[src/rtl/prog_pkg.sv]
// Shared constants and types for the program fetch stage.
package prog_pkg;

    localparam int AW = 9;
    localparam int DW = 12;

    typedef logic [AW-1:0] pc_t;
    typedef logic [DW-1:0] instr_t;

    localparam pc_t RESET_VEC = 9'h000;

    // Program counters wrap modulo 2^AW.
    function automatic pc_t pc_inc(input pc_t pc);
        return pc + pc_t'(1);
    endfunction

endpackage

[src/rtl/prog_ret_stack.sv]
// Circular LIFO of return addresses; overflow overwrites the oldest entry.
// Instantiated by prog_fetch only when PROG_FETCH_RSTACK_EN is defined.
module prog_ret_stack
    import prog_pkg::*;
#(
    parameter int STACK_DEPTH = 4
) (
    input  logic          clk,
    input  logic          rst_n,
    input  logic          push,
    input  logic [AW-1:0] push_data,
    input  logic          pop,
    input  logic          conflict,
    output logic [AW-1:0] top,
    output logic          err
);

    localparam int PW = $clog2(STACK_DEPTH);
    localparam logic [PW:0] FULL_CNT = (PW + 1)'(STACK_DEPTH);

    logic [PW-1:0] wr_ptr_q, wr_ptr_d;
    logic [PW:0]   count_q, count_d;
    logic          err_q, err_d;
    logic [PW-1:0] top_idx;
    logic          empty, full;
    pc_t           mem_q [STACK_DEPTH];

    assign empty   = (count_q == '0);
    assign full    = (count_q == FULL_CNT);
    assign top_idx = wr_ptr_q - PW'(1);
    assign top     = empty ? RESET_VEC : mem_q[top_idx];
    assign err     = err_q;

    always_comb begin
        // NOTE: every always_comb output gets a default first so no latch is inferred.
        wr_ptr_d = wr_ptr_q;
        count_d  = count_q;
        err_d    = err_q;
        if (push) begin
            wr_ptr_d = wr_ptr_q + PW'(1);
            if (full) err_d = 1'b1;
            else      count_d = count_q + 1'b1;
        end else if (pop) begin
            if (empty) begin
                err_d = 1'b1;
            end else begin
                wr_ptr_d = wr_ptr_q - PW'(1);
                count_d  = count_q - 1'b1;
            end
        end
        if (conflict) err_d = 1'b1;
    end

    always_ff @(posedge clk or negedge rst_n) begin
        if (!rst_n) begin
            wr_ptr_q <= '0;
            count_q  <= '0;
            err_q    <= 1'b0;
        end else begin
            wr_ptr_q <= wr_ptr_d;
            count_q  <= count_d;
            err_q    <= err_d;
        end
    end

    // NOTE: storage is not reset; count_q gates every read, so stale entries are never visible.
    always_ff @(posedge clk) begin
        if (push) mem_q[wr_ptr_q] <= push_data;
    end

endmodule

[src/rtl/prog_fetch.sv]
// Instruction fetch stage: owns the PC, absorbs the 1-cycle ROM latency, handles redirects.
// Optional return-address stack enabled by defining PROG_FETCH_RSTACK_EN.
module prog_fetch
    import prog_pkg::*;
#(
    parameter int STACK_DEPTH = 4
) (
    input  logic          clk,
    input  logic          rst_n,
    output logic [AW-1:0] rom_adrs,
    input  logic [DW-1:0] rom_data,
    output logic [DW-1:0] instr,
    output logic [AW-1:0] instr_pc,
    output logic          instr_valid,
    input  logic          instr_ready,
    input  logic          redir_valid,
    input  logic [AW-1:0] redir_target,
    input  logic          redir_call,
    input  logic [AW-1:0] redir_ret,
    input  logic          ret_valid,
    output logic          stk_err
);

    pc_t  fetch_pc_q, fetch_pc_d;
    pc_t  pc_f2_q, pc_f2_d;
    logic v_f2_q, v_f2_d;
    logic stall, advance;
    logic ret_req;
    pc_t  ret_target;

`ifdef PROG_FETCH_RSTACK_EN
    assign ret_req = ret_valid;

    prog_ret_stack #(
        .STACK_DEPTH(STACK_DEPTH)
    ) u_ret_stack (
        .clk      (clk),
        .rst_n    (rst_n),
        .push     (redir_valid && redir_call),
        .push_data(redir_ret),
        .pop      (ret_valid && !redir_valid),
        .conflict (redir_valid && ret_valid),
        .top      (ret_target),
        .err      (stk_err)
    );
`else
    logic unused_stack_inputs;
    assign unused_stack_inputs = ^{ret_valid, redir_call, redir_ret};
    assign ret_req    = 1'b0;
    assign ret_target = RESET_VEC;
    assign stk_err    = 1'b0;
`endif

    assign stall   = v_f2_q && !instr_ready;
    assign advance = !stall || redir_valid || ret_req;

    // The ROM registers this address, so redirect and ready feed it combinationally.
    always_comb begin
        rom_adrs = fetch_pc_q;
        if (!rst_n)           rom_adrs = RESET_VEC;
        else if (redir_valid) rom_adrs = redir_target;
        else if (ret_req)     rom_adrs = ret_target;
        else if (stall)       rom_adrs = pc_f2_q;
    end

    always_comb begin
        fetch_pc_d = fetch_pc_q;
        pc_f2_d    = pc_f2_q;
        v_f2_d     = v_f2_q;
        if (advance) begin
            pc_f2_d    = rom_adrs;
            v_f2_d     = 1'b1;
            fetch_pc_d = pc_inc(rom_adrs);
        end
    end

    always_ff @(posedge clk or negedge rst_n) begin
        if (!rst_n) begin
            fetch_pc_q <= RESET_VEC;
            pc_f2_q    <= RESET_VEC;
            v_f2_q     <= 1'b0;
        end else begin
            fetch_pc_q <= fetch_pc_d;
            pc_f2_q    <= pc_f2_d;
            v_f2_q     <= v_f2_d;
        end
    end

    assign instr       = rom_data;
    assign instr_pc    = pc_f2_q;
    assign instr_valid = v_f2_q && !redir_valid && !ret_req;

endmodule

[config.mk]
export PLATFORM = sky130hd
export DESIGN_NAME = prog_fetch
export DESIGN_NICKNAME = d
export VERILOG_FILES = /design/src/rtl/prog_pkg.sv /design/src/rtl/prog_ret_stack.sv /design/src/rtl/prog_fetch.sv
export SDC_FILE = /design/constraint.sdc
export NUM_CORES = 1
export LEC_CHECK = 0
export BUFFER_PORTS_ARGS = -buffer_cell sky130_fd_sc_hd__buf_4
export CORE_ASPECT_RATIO = 2
export CORE_MARGIN = 5
export CORE_UTILIZATION = 45
export CTS_CLUSTER_SIZE = 10
export DETAILED_ROUTE_END_ITERATION = 10
export PLACE_DENSITY = 0.82
export SKIP_CTS_REPAIR_TIMING = 1
export SYNTH_ARGS = -nofsm -noshare
export SYNTH_HDL_FRONTEND = slang
export SYNTH_SLANG_ARGS = --single-unit
[constraint.sdc]
create_clock -name clk -period 2.9 [get_ports clk]
set_clock_uncertainty 0.1 [all_clocks]
set_input_delay 0.29 -clock clk [delete_from_list [all_inputs] [get_ports clk]]
set_output_delay 0.29 -clock clk [all_outputs]
set_load 0.01 [all_outputs]
* Word-level counts from Yosys, hierarchy flattened
Cells that the tools add are included.
** Word-level totals
- Register bits :: 19
- Latch bits :: 0
- Memory bits (writable) :: 0
- Bits in read-only memories :: 0
- Input bits :: 36
- Output and inout bits :: 32
- Word-level logic and storage cells :: 13
- Memories kept :: 0
** Operators by class
- Add/sub/neg operators :: 1
- $mul :: 0
- Divide/modulo/power cells :: 0
- Order comparisons :: 0
- Equal/unequal tests :: 0
- Shift operators :: 0
- Muxes and demuxes :: 3
- Bitwise gates (word level) :: 0
- Reduce and logical (&&, ||, !) cells :: 6
** Operators by type and width (count)
- 9-bit two-way mux :: 3
- 9-bit by 1-bit adder with 9-bit output (second input constant) :: 1
- 1-bit zero test :: 3
- 1-bit logical AND :: 2
- 1-bit logical OR :: 1

* Depth between registers and ports, before layout
- Depth in word-level cells :: 6
- Depth in mapped cells :: 10
- Gate-level depth less buffers :: 8

* Worst setup path before layout
Ideal clock, no wire load.
- Path type :: flip-flop to flip-flop
- Start :: register v_f2_q
- End :: register fetch_pc_q[4]
- Arrival time :: 2085 ps
- Required time :: 2723 ps
- Slack :: 638 ps
- Stages on the path, launching flop included :: 10
- Path buffers :: 1
- Cell sequence :: dfrtp_1 nor3b_2 buf_2 a222oi_1 nor2_1 ha_1 nand2_1 nand4b_1 mux2_2 a21oi_1
** On the way
- Longest elaborated chain between the ends :: 5
** RTL lines
- start: declaration :: line prog_fetch.sv:26 : logic v_f2_q, v_f2_d;
- start signal: assignment :: line prog_fetch.sv:85 : v_f2_q <= v_f2_d;
- 1-bit logical AND :: line prog_fetch.sv:54 : assign stall = v_f2_q && !instr_ready;
- 9-bit two-way mux :: line prog_fetch.sv:63 : else if (stall) rom_adrs = pc_f2_q;
- 9-bit two-way mux :: line prog_fetch.sv:61 : else if (redir_valid) rom_adrs = redir_target;
- 9-bit two-way mux :: line prog_fetch.sv:60 : if (!rst_n) rom_adrs = RESET_VEC;
- net rom_adrs[1] :: line prog_fetch.sv:10 : output logic [AW-1:0] rom_adrs,
- 9-bit by 1-bit adder with 9-bit output :: line prog_pkg.sv:14 : return pc + pc_t'(1);
- end signal: assignment :: line prog_fetch.sv:83 : fetch_pc_q <= fetch_pc_d;
- end: declaration :: line prog_fetch.sv:24 : pc_t fetch_pc_q, fetch_pc_d;
The timed path passes the listed nets, and every way through them passes these cells.
A chain may end at the register's enable or synchronous reset.

* Worst setup path in the final report
- Start :: register v_f2_q
- End :: register fetch_pc_q[4]
** On the way
- Longest elaborated chain between the ends :: 5
** RTL lines (line)
- 1-bit logical AND (*) :: prog_fetch.sv:54
- 9-bit two-way mux :: prog_fetch.sv:63
- 9-bit two-way mux :: prog_fetch.sv:61
- 9-bit two-way mux :: prog_fetch.sv:60
- 9-bit by 1-bit adder with 9-bit output :: prog_pkg.sv:14
Mark *: on every way between the ends. The rest lies on a longest branch, timed or not.

==> flow_summary_export.csv <==
group,metric,value,unit
synth,synth.area.top_cells,"dfrtp_1 36%, buf_4 8.4%, nand2_1 8.4%",
clocking,cts_root_buffer,"clkbuf_8",
sta,rsz0062_at_grt,"false",
worst_setup_path,r2r_start,"v_f2_q$_DFFE_PN0P_",
detailed_routing,route.vias.total,1136,
floorplanning,ios,68,
global_routing,antenna_found_initial,0,
power,switching_power,196,uW
worst_setup_path,cp-end-kind,"flip-flop",
worst_setup_path,worstSetupPathType,"reg2reg",
floorplanning,die_h,87.1,um
detailed_routing,wl_per_cell,14.6,um
worst_setup_path,arrival,2500,ps
power,total_power,660,uW
detailed_routing,dr.pass1.iters,4,
job,cap_violations,0,
global_routing,grt_first_pass_wirelength,5050,um
outcome,status,"complete, no violations",
sta,slew_viol_final,0,
floorplanning,num_rows,28,
power,intPower,464,uW
synth,ys_types,49,
global_routing,grt_pass1_vias,1179,
clocking,cts_tree,"yes",
global_routing,grt-ovfl-total,0,
placed_design,io_buffers,31,
power,p_clk_frac,0.288,
synth,synth.largest_area_cell,"dfrtp_1",
cells_and_area,final_nets,215,
sta,hold_viol_final,0,
synth,synth_seq_area_share,0.356,
synth,ys.flop_type,"dfrtp_1",
clocking,clock-sinks,19,
clocking,numCtsBuffers,3,
placed_design,gp_congestion,0.804,
sta,max_freq,414,MHz
synth,synthArstFlopShare,1.00,
worst_setup_path,reg2reg_to,"fetch_pc_q[4]$_DFFE_PN0P_",
detailed_routing,wirelength,3020,um
synth,synth_edf_count,0,
synth,netlist_instances,158,
power,power.density,431,mW/mm2
synth,synth-seq-cells,19,
synth,netlist.area_leader.share,0.356,
cells_and_area,drive_gt1_frac,0.271,
worst_setup_path,critPathLaunchType,"flip-flop",
worst_setup_path,cp.required,2990,ps
detailed_routing,drt_iter0_drc,37,
detailed_routing,routed_via_density,5.49,
sta,setup_tns,0,ps
global_routing,grt_max_degree,31,
worst_hold_path,worstHoldPathType,"in2reg",
floorplanning,fp.dieW,48.5,um
power,p_leak,0.000721,uW
cells_and_area,insertedDiodeCount,0,
detailed_routing,antenna_left,0,
detailed_routing,drc,0,
placed_design,place_hpwl,2270,um
clocking,clkTransAtPathRegs,70,ps
worst_setup_path,endpoint,"fetch_pc_q[4]$_DFFE_PN0P_",
worst_setup_path,r2r_slack,490,ps
clocking,htreeDepth,1,
floorplanning,start_util,0.460,
synth,yosysWarnings,0,
clocking,cts_max_path_buffers,2,
power,comb_power_share,0.250,
worst_setup_path,r2r_cells,8,
sta,setup_viol,0,
global_routing,grt_usage,0.149,
sta,period_minus_slack,2410,ps
worst_setup_path,crit_path_start,"v_f2_q$_DFFE_PN0P_",
power,switching_share,0.297,
cells_and_area,syn2layout_area_growth,14.7,%
clocking,clk_latency,270,ps
worst_setup_path,crit_fanout,8,
power,pwr-share-seq,0.462,
floorplanning,core-area,0.00291,mm2
sta,finalCritPeriodShare,0.832,
synth,synth_fp_nets,195,
power,ir_drop,301,uV
synth,synth.cell_area,0.00134,mm2
synth,synth.avg_cell_area,8.46,um2
floorplanning,die_area,0.00423,mm2
[routing by layer]
layer / GRT usage / routed length (um) / vias to the layer above
met2: 0.294 / 1750 / 21
met1: 0.135 / 1070 / 546
met4: 0.0907 / 71 / 0
met3: 0.0240 / 132 / 5
li1: - / - / 564
met5: 0 / 0 / -
[Yosys cell counts, drive strengths merged, types with 3 or more instances]
cell / count
nand2b: 5
dfrtp: 19
mux2i: 3
nand3: 3
a221oi: 3
buf: 20
nor2: 11
nor4b: 3
and2: 4
inv: 8
o21ai: 9
nor2b: 3
nand2: 30
[cells in the final DEF, fill, tap and decap left out, drive strengths merged, types with 2 or more instances in the layout]
| cell type | Yosys | routed |
|---|---|---|
| nor2 | 11 | 11 |
| and3 | 2 | 2 |
| conb | 2 | 2 |
| a221oi | 3 | 3 |
| nand3 | 3 | 3 |
| mux2 | 2 | 2 |
| nand2b | 5 | 5 |
| a211oi | 2 | 2 |
| clkbuf | 2 | 4 |
| o21ai | 9 | 9 |
| nor3 | 2 | 2 |
| a21oi | 2 | 2 |
| buf | 20 | 36 |
| a31oi | 2 | 2 |
| nand2 | 30 | 30 |
| o311ai | 2 | 2 |
| mux2i | 3 | 3 |
| and2 | 4 | 4 |
| inv | 8 | 8 |
| xnor2 | 2 | 2 |
| nor4b | 3 | 3 |
| o31ai | 2 | 2 |
| nor4 | 2 | 2 |
| dfrtp | 19 | 19 |
| nor2b | 3 | 3 |
[power by group through the flow]
stage	clock (uW)	sequential, uW	combinational, uW
global placement	0	309	163
global route	202	308	184
detailed placement	0	310	165
finish	190	305	165
floorplan	0	312	113
CTS	196	305	166
[sequential cells by signal (all words and copies together) (netlist names)]
register	cells
fetch_pc_q	9
instr_pc	9
v_f2_q	1
[worst max-delay path, stage by stage, from the launching register on]
cell and delay (ps):
dfrtp_1 470, nand2b_1 280, a222oi_1 410, nor2_1 120, ha_1 220, nand2_1 60
nand4b_1 180, mux2_2 350, a21oi_1 140
[logic make-up after synthesis]
family / count (synthesis) / synth area share
AO/OA/AOI/OAI: 27 / 0.150
XOR/XNOR: 2 / 0.0131
multiplexers: 5 / 0.0393
flip-flops: 19 / 0.356
adder cells (fa/ha/maj): 1 / 0.00936
AND/OR/NAND/NOR: 72 / 0.280
buffers and inverters: 30 / 0.147
other: 2 / 0.00562
[area by class of cell]
cell class | instances | area [um2]
Inverter | 8 | 30.0
Fill cell | 296 | 1380
Tap cell | 30 | 37.5
Multi-Input combinational cell | 109 | 664
Timing Repair Buffer | 37 | 280
Clock buffer | 4 | 45.0
Sequential cell | 19 | 475
[through the flow]
step / cells / worst slack, ps / utilization / hold slack (ps) / instance area (um2)
floorplan: 158 / 638 / - / -106 / 1340
global placement: 202 / 498 / 0.508 / 35.6 / 1480
detailed placement: 202 / 467 / 0.508 / 37.6 / 1480
CTS: 206 / 453 / 0.524 / -249 / 1520
global route: 207 / 285 / 0.527 / 250 / 1530
finish: 207 / 487 / 0.527 / 209 / 1530
[how the worst min path moves through the flow]
stage,start,to,slack [ps],cells past startpoint
floorplan,rst_n,fetch_pc_q[0]$_DFFE_PN0P_,-110,0
finish,redir_target[8],instr_pc[8]$_DFFE_PN0P_,210,3
global placement,rst_n,instr_pc[1]$_DFFE_PN0P_,40,1
global route,redir_target[8],instr_pc[8]$_DFFE_PN0P_,250,3
CTS,rst_n,instr_pc[2]$_DFFE_PN0P_,-250,1
detailed placement,rst_n,instr_pc[2]$_DFFE_PN0P_,40,1
(Power assumes the default switching activity.)
